## config.mk

```make
export PLATFORM = sky130hd
export DESIGN_NAME = smoke_mc_bfm_fifo
export DESIGN_NICKNAME = d
export VERILOG_FILES = /design/src/rtl/smoke_mc_bfm_fifo.sv
export SDC_FILE = /design/constraint.sdc
export NUM_CORES = 1
export LEC_CHECK = 0
export CAP_MARGIN = 20
export CORE_MARGIN = 2
export CORE_UTILIZATION = 45
export CTS_CLUSTER_DIAMETER = 120
export DETAILED_ROUTE_END_ITERATION = 10
export HOLD_SLACK_MARGIN = 0.02
export PLACE_DENSITY = 0.73
export SYNTH_ARGS = -nofsm -noshare
export SYNTH_HDL_FRONTEND = slang
export SYNTH_SLANG_ARGS = --single-unit
```

## constraint.sdc

```tcl
create_clock -name clk_i -period 3.5 [get_ports clk_i]
set_input_delay 0.525 -clock clk_i [delete_from_list [all_inputs] [get_ports clk_i]]
set_output_delay 0.525 -clock clk_i [all_outputs]
set_load 0.03 [all_outputs]
```

## src/rtl/smoke_mc_bfm_fifo.sv

```systemverilog
// Synchronous FIFO holding {chan, data} request entries for the inc BFM.
// Latency: an entry pushed at edge N is visible at the head after edge N (no bypass).
// Backpressure: full_o blocks further pushes; pop while empty and push while full are ignored.
// Ports: clk_i/rst_i (sync, active-high); push_i/wdata_i write side; pop_i/rdata_o read side
//        (rdata_o is the current head); full_o, empty_o, count_o status.
module smoke_mc_bfm_fifo #(
  parameter int DATA_W = 8,
  parameter int DEPTH  = 4,
  localparam int AW    = $clog2(DEPTH)
) (
  input  logic              clk_i,
  input  logic              rst_i,
  input  logic              push_i,
  input  logic [DATA_W-1:0] wdata_i,
  input  logic              pop_i,
  output logic [DATA_W-1:0] rdata_o,
  output logic              full_o,
  output logic              empty_o,
  output logic [AW:0]       count_o
);

  logic [DATA_W-1:0] mem_q [DEPTH];
  // One extra pointer bit separates "full" (MSBs differ) from "empty" (pointers equal).
  logic [AW:0]       wptr_q, rptr_q;
  logic              do_push, do_pop;

  assign do_push = push_i && !full_o;
  assign do_pop  = pop_i && !empty_o;

  assign empty_o = (wptr_q == rptr_q);
  assign full_o  = (wptr_q[AW] != rptr_q[AW]) && (wptr_q[AW-1:0] == rptr_q[AW-1:0]);
  assign count_o = wptr_q - rptr_q;
  assign rdata_o = mem_q[rptr_q[AW-1:0]];

  always_ff @(posedge clk_i) begin
    if (rst_i) begin
      wptr_q <= '0;
      rptr_q <= '0;
    end else begin
      if (do_push) wptr_q <= wptr_q + 1'b1;
      if (do_pop)  rptr_q <= rptr_q + 1'b1;
    end
  end

  // Storage needs no reset: entries are only read between the pointers.
  always_ff @(posedge clk_i) begin
    if (do_push) mem_q[wptr_q[AW-1:0]] <= wdata_i;
  end

endmodule

```

## Word level (Yosys, flattened, before mapping)

Memories as Yosys holds them, arrays and structs flattened. A register that Yosys moved wholly into a read port is not among the register bits.
Cells that the tools add are included.

- Add/subtract/negate cells: 3
- Eq/ne operators: 3
- Mux-type cells: 4
- Reduce and logical (&&, ||, !) cells: 5

Operator list:

| cell | count |
|---|---|
| 3-bit by 1-bit adder with 3-bit output (second input constant) | 2 |
| 2-bit 2-to-1 mux | 2 |
| 3-bit == test | 1 |
| 1-bit logical AND | 3 |
| 3-bit subtractor | 1 |
| 2-bit == test | 1 |
| 1-bit logical NOT | 2 |
| 1-bit 2-to-1 mux | 2 |
| 1-bit != test | 1 |

- Bits in registers: 6
- Bits in writable memories: 32
- Input bits: 12
- Output and inout port bits: 13
- Logic and storage cells: 18
- Memories kept: 1

Memory list:

| name | words | bits a word | rd ports | clocked after memory_dff | write ports | RTL line | RTL |
|---|---|---|---|---|---|---|---|
| mem_q | 4 | 8 | 1 | 1 | 1 | 22 | `logic [DATA_W-1:0] mem_q [DEPTH];` |

## Depth between registers and ports, before layout

Gate-level depths: netlist of the first run.

- Depth after elaboration: 6
- Depth in mapped cells: 6
- Mapped depth without buffers: 5

## Worst setup path before layout of the first run

OpenSTA, ideal clock, no wires.

- Path type: register to output
- Start point: reg wptr_q[0]
- End point: out count_o[2]
- Data arrival time: 1.593 ns
- Data required time: 2.975 ns
- Setup slack: 1.382 ns
- Cell stages (with the launch flop): 5
- Buffers on the path: 0
- Cells stage by stage: dfxtp_1 -> inv_1 -> ha_1 -> fa_1 -> xnor2_1

- Word-level cells in the longest chain between the ends: 1

RTL lines:

| what | RTL line | RTL |
|---|---|---|
| start: declaration | 24 | `logic [AW:0] wptr_q, rptr_q;` |
| start signal: assignment | 40 | `if (do_push) wptr_q <= wptr_q + 1'b1;` |
| 3-bit subtractor | 32 | `assign count_o = wptr_q - rptr_q;` |
| end: declaration | 19 | `output logic [AW:0] count_o` |

No other way between the ends.

## Final worst setup path of the first run

- Start point: reg wptr_q[0]
- End point: out empty_o

- Word-level cells in the longest chain between the ends: 1

RTL lines:

| what | RTL line | RTL |
|---|---|---|
| 3-bit == test | 30 | `assign empty_o = (wptr_q == rptr_q);` |
| end: declaration | 18 | `output logic empty_o,` |

No other way between the ends.

==> results of run 1 <==
-- registers in the layout, summed over array words and instances (netlist names), named ones only --
register / flops
mem_q: 32
rptr_q: 3
wptr_q: 3
-- critical path: stages, from the launching register on --
cell	delay, ns
dfxtp_1	0.42
inv_1	0.11
ha_1	0.34
nand2_1	0.27
nor2b_1	0.19
clkdlybuf4s50_1	0.69
-- power groups by stage --
stage | clock network [mW] | logic, mW | registers (mW)
6_report | 0.424 | 0.741 | 0.687
3_5_place_dp | 0 | 0.742 | 0.700
5_1_grt | 0.452 | 0.800 | 0.701
2_1_floorplan | 0 | 0.524 | 0.651
4_1_cts | 0.431 | 0.748 | 0.690
3_3_place_gp | 0 | 0.734 | 0.693
-- placed cells by master, fill, tap and decap left out, drive strengths merged, types with 2 or more instances in the layout --
master and instances:
edfxtp 32, clkdlybuf4s50 24, mux4 8, dfxtp 8
ha 7, inv 6, nand2 6, clkbuf 5
and2 4, nor3b 4, o311ai 3, xnor2 2
nor2b 2, a41oi 2, nand3 2, a31oi 2
or4 2, bufinv 2
-- logic make-up after synthesis --
family          count (synthesis)
flops                          40
simple gates                   28
buf+inv                        12
compound gates                 11
mux                             8
fa+ha+maj                       8
xor+xnor                        2
-- worst max-delay path by stage --
stage                                 from          to  slack (ns)
global placement    wptr_q[0]$_SDFFE_PP0P_  count_o[2]        1.06
detailed placement  wptr_q[0]$_SDFFE_PP0P_     empty_o        0.98
CTS                 wptr_q[0]$_SDFFE_PP0P_     empty_o        0.66
global route        wptr_q[0]$_SDFFE_PP0P_      full_o        0.56
floorplan           wptr_q[0]$_SDFFE_PP0P_  count_o[2]        1.38
finish              wptr_q[0]$_SDFFE_PP0P_     empty_o        0.67
-- metal layers --
layer	GRT usage, %	vias to the layer above	share of wire (%)
met5	0	-	0
met4	7.14	0	2.1
met3	4.60	9	5.8
met2	24.8	36	50
met1	17.2	465	42
li1	-	477	-
-- stage by stage --
step | instances | area [sq um] | util (%)
after floorplan | 109 | 1740 | -
after CTS | 183 | 2150 | 58.3
final | 183 | 2150 | 58.3
after global routing | 183 | 2150 | 58.3
after detailed placement | 176 | 2020 | 54.9
after global placement | 176 | 2020 | 54.9
-- area by class of cell --
type,count,area share (%)
Multi-Input combinational cell,57,26.6
Tap cell,48,2.79
Sequential cell,40,52.1
Inverter,6,1.05
Clock inverter,2,2.79
Timing Repair Buffer,25,11.5
Clock buffer,5,3.20
==> flow_metrics.tcl, run 1 <==
set metrics [dict create \
    outcome "finished, final reports clean" \
    async_flop_share_pct 0 \
    die-width_um 66.2 \
    regToRegEndpoint "mem_q[0][5]$_DFFE_PP_" \
    synth_top_area_share_pct 55.1 \
    numCtsBuffers 5 \
    fmax_mhz 353 \
    p_per_area_nw_per_um2 861 \
    p_int_mw 1.22 \
    ys_top_cells_by_area "edfxtp_1, mux4_2, dfxtp_1" \
    peakVddDrop_mv 0.656 \
    drive_gt1_share_pct 11.9 \
    synth_xor_area_share_pct 1.01 \
    synthFlopType "edfxtp_1" \
    drtAntennaViolNets 0 \
    syn_area_sq_um 1740 \
    grt_antenna_before_repair 0 \
    cts_sinks 40 \
    ios 25 \
    drcViolationCount 0 \
    start_util_pct 47.3 \
    slew-limit-headroom_pct 62.0 \
    timing.rr.start "wptr_q[0]$_SDFFE_PP0P_" \
    grtUsageTotal_pct 14.8 \
    die_h_um 66.2 \
    yosysMostFrequentCell "edfxtp_1" \
    yosys.area_share.simple_pct 10.2 \
    rows 22 \
    path_class "reg -> out" \
    hold_depth 2 \
    drv_slew 0 \
    hp-class "reg -> reg" \
    postRouteWirelength_mm 2.77 \
    setup_viol 0 \
    clk_pin_slew_ns 0.07 \
    arrival_ns 2.31 \
    synthMuxAreaShare_pct 10.3 \
    wl_per_cell_um 15.1 \
    vias 987 \
    power.share.combinational_pct 40.0 \
    synthTopCellsByCount "edfxtp_1, dfxtp_1, mux4_2" \
    dp_hpwl_mm 1.97 \
    hold_ws_ns 0.518 \
    synth_edf_count 32 \
    n_antenna_cell 0 \
    drt-pass1-iter-count 4 \
    ys_ff_latch 40 \
    p_leak_nw 0.738 \
    grt_overflow 0 \
    syn_area_per_cell_sq_um 16.0 \
    crit_required_ns 2.97 \
    grt_pass1_wl_mm 4.69 \
    worst_pin_slew_ns 0.569 \
    r2r_slack_ns 1.31 \
    rsz0062_at_grt "false" \
    drt-initial-drc-count 26 \
    endpoint_kind "output pin" \
    seq_area_frac_synth_pct 64.3 \
    fin_setup_tns_ns 0 \
    fin_crit_ns 2.83 \
    clock_latency_ns 0.28 \
    cts_htree_levels 2 \
    synth_compound_area_share_pct 5.10 \
    fill_cells 290 \
    period_share_pct 80.9 \
    design.die.area_sq_um 4390 \
    multi_input_area_sq_um 572 \
    p_seq_share_pct 37.1 \
    grt_max_degree 14 \
    root_buffer "clkbuf_8" \
    cts_hold_buffers 0 \
    hold_start "rptr_q[2]$_SDFFE_PP0P_" \
    rr_worst_depth 5 \
    grt_pass1_vias 1020 \
    p_sw_share_pct 33.9 \
    synthesis.nets 129 \
    min_to "rptr_q[2]$_SDFFE_PP0P_" \
    vias_per_cell 5.39 \
    cts_setup_buffers 0 \
    yosys_warnings 0 \
    finalHoldViolCount 0 \
    power_mw 1.85 \
    synthDistinctLibCells 33 \
    crit_path_max_fanout 13 \
    power_switching_mw 0.629 \
    numPortBuffers 24 \
    fin_skew_ns 0.00540 \
    yosysTopAreaCell "edfxtp_1" \
    synth_top_family_by_area "multiplexers" \
    regArea_sq_um 1120 \
    pwr-share-clk_pct 22.9 \
    final_nets 155 \
    place_ws_ns 0.983 \
    netlist_instances 109 \
    cts_resized 0 \
    cts_tree "done" \
    setup_ws_ns 0.668 \
    core_sq_um 3690 \
    area.growth.synth_to_final_pct 23.5 \
    maxCapViolCount 0 \
    place_congestion 0.770 \
    worst_setup_path_start_kind "flop" \
    cts.path.max_buffers 2 \
    synth_fa_ha_area_share_pct 6.17 \
]
Power figures use the tool's default switching activity.
==> run 2, diff against run 1 <==
PLACE_DENSITY = 0.76   (was 0.73)
clock period = 2.4 ns   (was 3.5 ns; I/O delays follow)
==> run 2 against run 1 <==
- worst setup slack worse by 0.58 ns
- register-to-register slack got worse by 0.95 ns
- clock-buffer cell count did not move
- sequential share of layout area rose by 0.15 points
- die area did not move
- via count rose by 5.6%
- hold slack improved by 0.017 ns
- routed wire length is 7.9% higher
- combinational power up 57%
==> flow_metrics.tcl, run 2 (same netlist as run 1, synthesis figures left out) <==
set metrics [dict create \
    peakVddDrop_mv 0.995 \
    root_buffer "clkbuf_8" \
    drcViolationCount 0 \
    clk_pin_slew_ns 0.08 \
    r2r_slack_ns 0.36 \
    drv_slew 0 \
    grt_overflow 0 \
    n_antenna_cell 0 \
    crit_end "rdata_o[1]" \
    cts_sinks 40 \
    wl_per_cell_um 15.8 \
    finalHoldViolCount 0 \
    maxCapViolCount 0 \
    vias 1042 \
    hp-class "reg -> reg" \
    layout_commonest_cell "edfxtp_1" \
    postRouteWirelength_mm 2.99 \
    period_share_pct 96.2 \
    grt_pass1_wl_mm 4.93 \
    start_util_pct 47.3 \
    cts.path.max_buffers 2 \
    grt_pass1_vias 1023 \
    fill_cells 310 \
    rsz0062_at_grt "false" \
    largest_reg_flops 32 \
    fin_crit_ns 2.31 \
    vias_per_cell 5.51 \
    rows 22 \
    fin_skew_ns 0.00801 \
    arrival_ns 1.95 \
    cts_setup_buffers 0 \
    outcome "finished, final reports clean" \
    area.growth.synth_to_final_pct 23.1 \
    cts_hold_buffers 0 \
    drt-pass1-iter-count 4 \
    ios 25 \
    numPortBuffers 24 \
    crit_path_max_fanout 8 \
    die_h_um 66.2 \
    drive_gt1_share_pct 14.9 \
    core_sq_um 3690 \
    dp_hpwl_mm 2.12 \
    clock_latency_ns 0.29 \
    p_per_area_nw_per_um2 1180 \
    rr_worst_depth 6 \
    final_nets 160 \
    setup_viol 0 \
    drt-initial-drc-count 30 \
    design.die.area_sq_um 4390 \
    layout_common_cells "edfxtp_1, clkdlybuf4s50_1, mux4_2, dfxtp_1, ha_1" \
    fin_setup_tns_ns 0 \
    fmax_mhz 433 \
    grtUsageTotal_pct 15.8 \
    grt_max_degree 13 \
    regToRegEndpoint "mem_q[2][3]$_DFFE_PP_" \
    grt_antenna_before_repair 0 \
    layout.cells.non_filler 189 \
    die-width_um 66.2 \
    cts_htree_levels 2 \
    timing.rr.start "rptr_q[1]$_SDFFE_PP0P_" \
    worst_setup_path_start_kind "flop" \
    place_congestion 0.792 \
    worst_pin_slew_ns 0.425 \
    slew-limit-headroom_pct 71.7 \
    endpoint_kind "output pin" \
    drtAntennaViolNets 0 \
    placedCellCount 181 \
    path_class "reg -> out" \
    cts_tree "done" \
    crit_required_ns 2.04 \
    numCtsBuffers 5 \
    p_leak_nw 0.778 \
]
==> run 2: worst min path at each step <==
| stage | from | end | slack, ns | cells after the start |
|---|---|---|---|---|
| 2_1_floorplan | wdata_i[0] | mem_q[0][0]$_DFFE_PP_ | 0.46 | 0 |
| 5_1_grt | rptr_q[2]$_SDFFE_PP0P_ | rptr_q[2]$_SDFFE_PP0P_ | 0.58 | 2 |
| 3_5_place_dp | rptr_q[2]$_SDFFE_PP0P_ | rptr_q[2]$_SDFFE_PP0P_ | 0.52 | 2 |
| 3_3_place_gp | rptr_q[2]$_SDFFE_PP0P_ | rptr_q[2]$_SDFFE_PP0P_ | 0.50 | 2 |
| 6_report | rptr_q[2]$_SDFFE_PP0P_ | rptr_q[2]$_SDFFE_PP0P_ | 0.53 | 2 |
| 4_1_cts | rptr_q[2]$_SDFFE_PP0P_ | rptr_q[2]$_SDFFE_PP0P_ | 0.53 | 2 |
==> run 2: layout make-up <==
class / instances / area, sq um / share of cell area (%)
flip-flops and latches: 40 / 1120 / 52.2
multi-input cells: 57 / 572 / 26.6
repair buffers: 30 / 288 / 13.4
clock buffers: 5 / 68.8 / 3.21
well taps: 48 / 60.1 / 2.80
inverters: 6 / 22.5 / 1.05
clock inverters: 3 / 13.8 / 0.641
==> run 2: per-layer routing <==
| layer | wire length, um | vias to the layer above | track usage (%) |
|---|---|---|---|
| met1 | 1230 | 518 | 19.0 |
| met5 | 0 | - | 0 |
| li1 | - | 487 | - |
| met3 | 150 | 7 | 5.28 |
| met2 | 1570 | 30 | 26.4 |
| met4 | 44 | 0 | 5.36 |
==> run 2: stage by stage <==
stage	utilization [%]	power (mW)	hold slack, ns	instance area [sq um]	setup WS [ns]
2_1_floorplan	-	1.71	0.459	1740	0.447
3_3_place_gp	55.9	2.13	0.500	2060	0.246
3_5_place_dp	55.9	2.17	0.521	2060	0.211
4_1_cts	58.0	2.56	0.532	2140	0.0362
5_1_grt	58.2	2.67	0.580	2150	0.0212
6_report	58.2	2.53	0.535	2150	0.0907
==> run 2: power by group <==
group          total, mW  leakage, nW  switching (mW)  internal (mW)
registers          0.967        0.359          0.0736          0.894
clock network      0.409       0.0453           0.212          0.197
logic               1.16        0.373           0.656          0.502
total               2.53        0.778           0.942           1.59
==> run 2: worst max-delay path, cell delays in order, from the launching register on <==
cell             delay [ns]
dfxtp_1                0.32
buf_4                  0.20
mux4_2                 0.53
clkdlybuf4s50_1        0.61
==> run 2: repair_timing <==
action,4_1_cts,5_1_grt
endpoints found under the hold margin,0,0
gates resized for setup,2,2
setup endpoints to repair,2,2
pin swaps,0,0
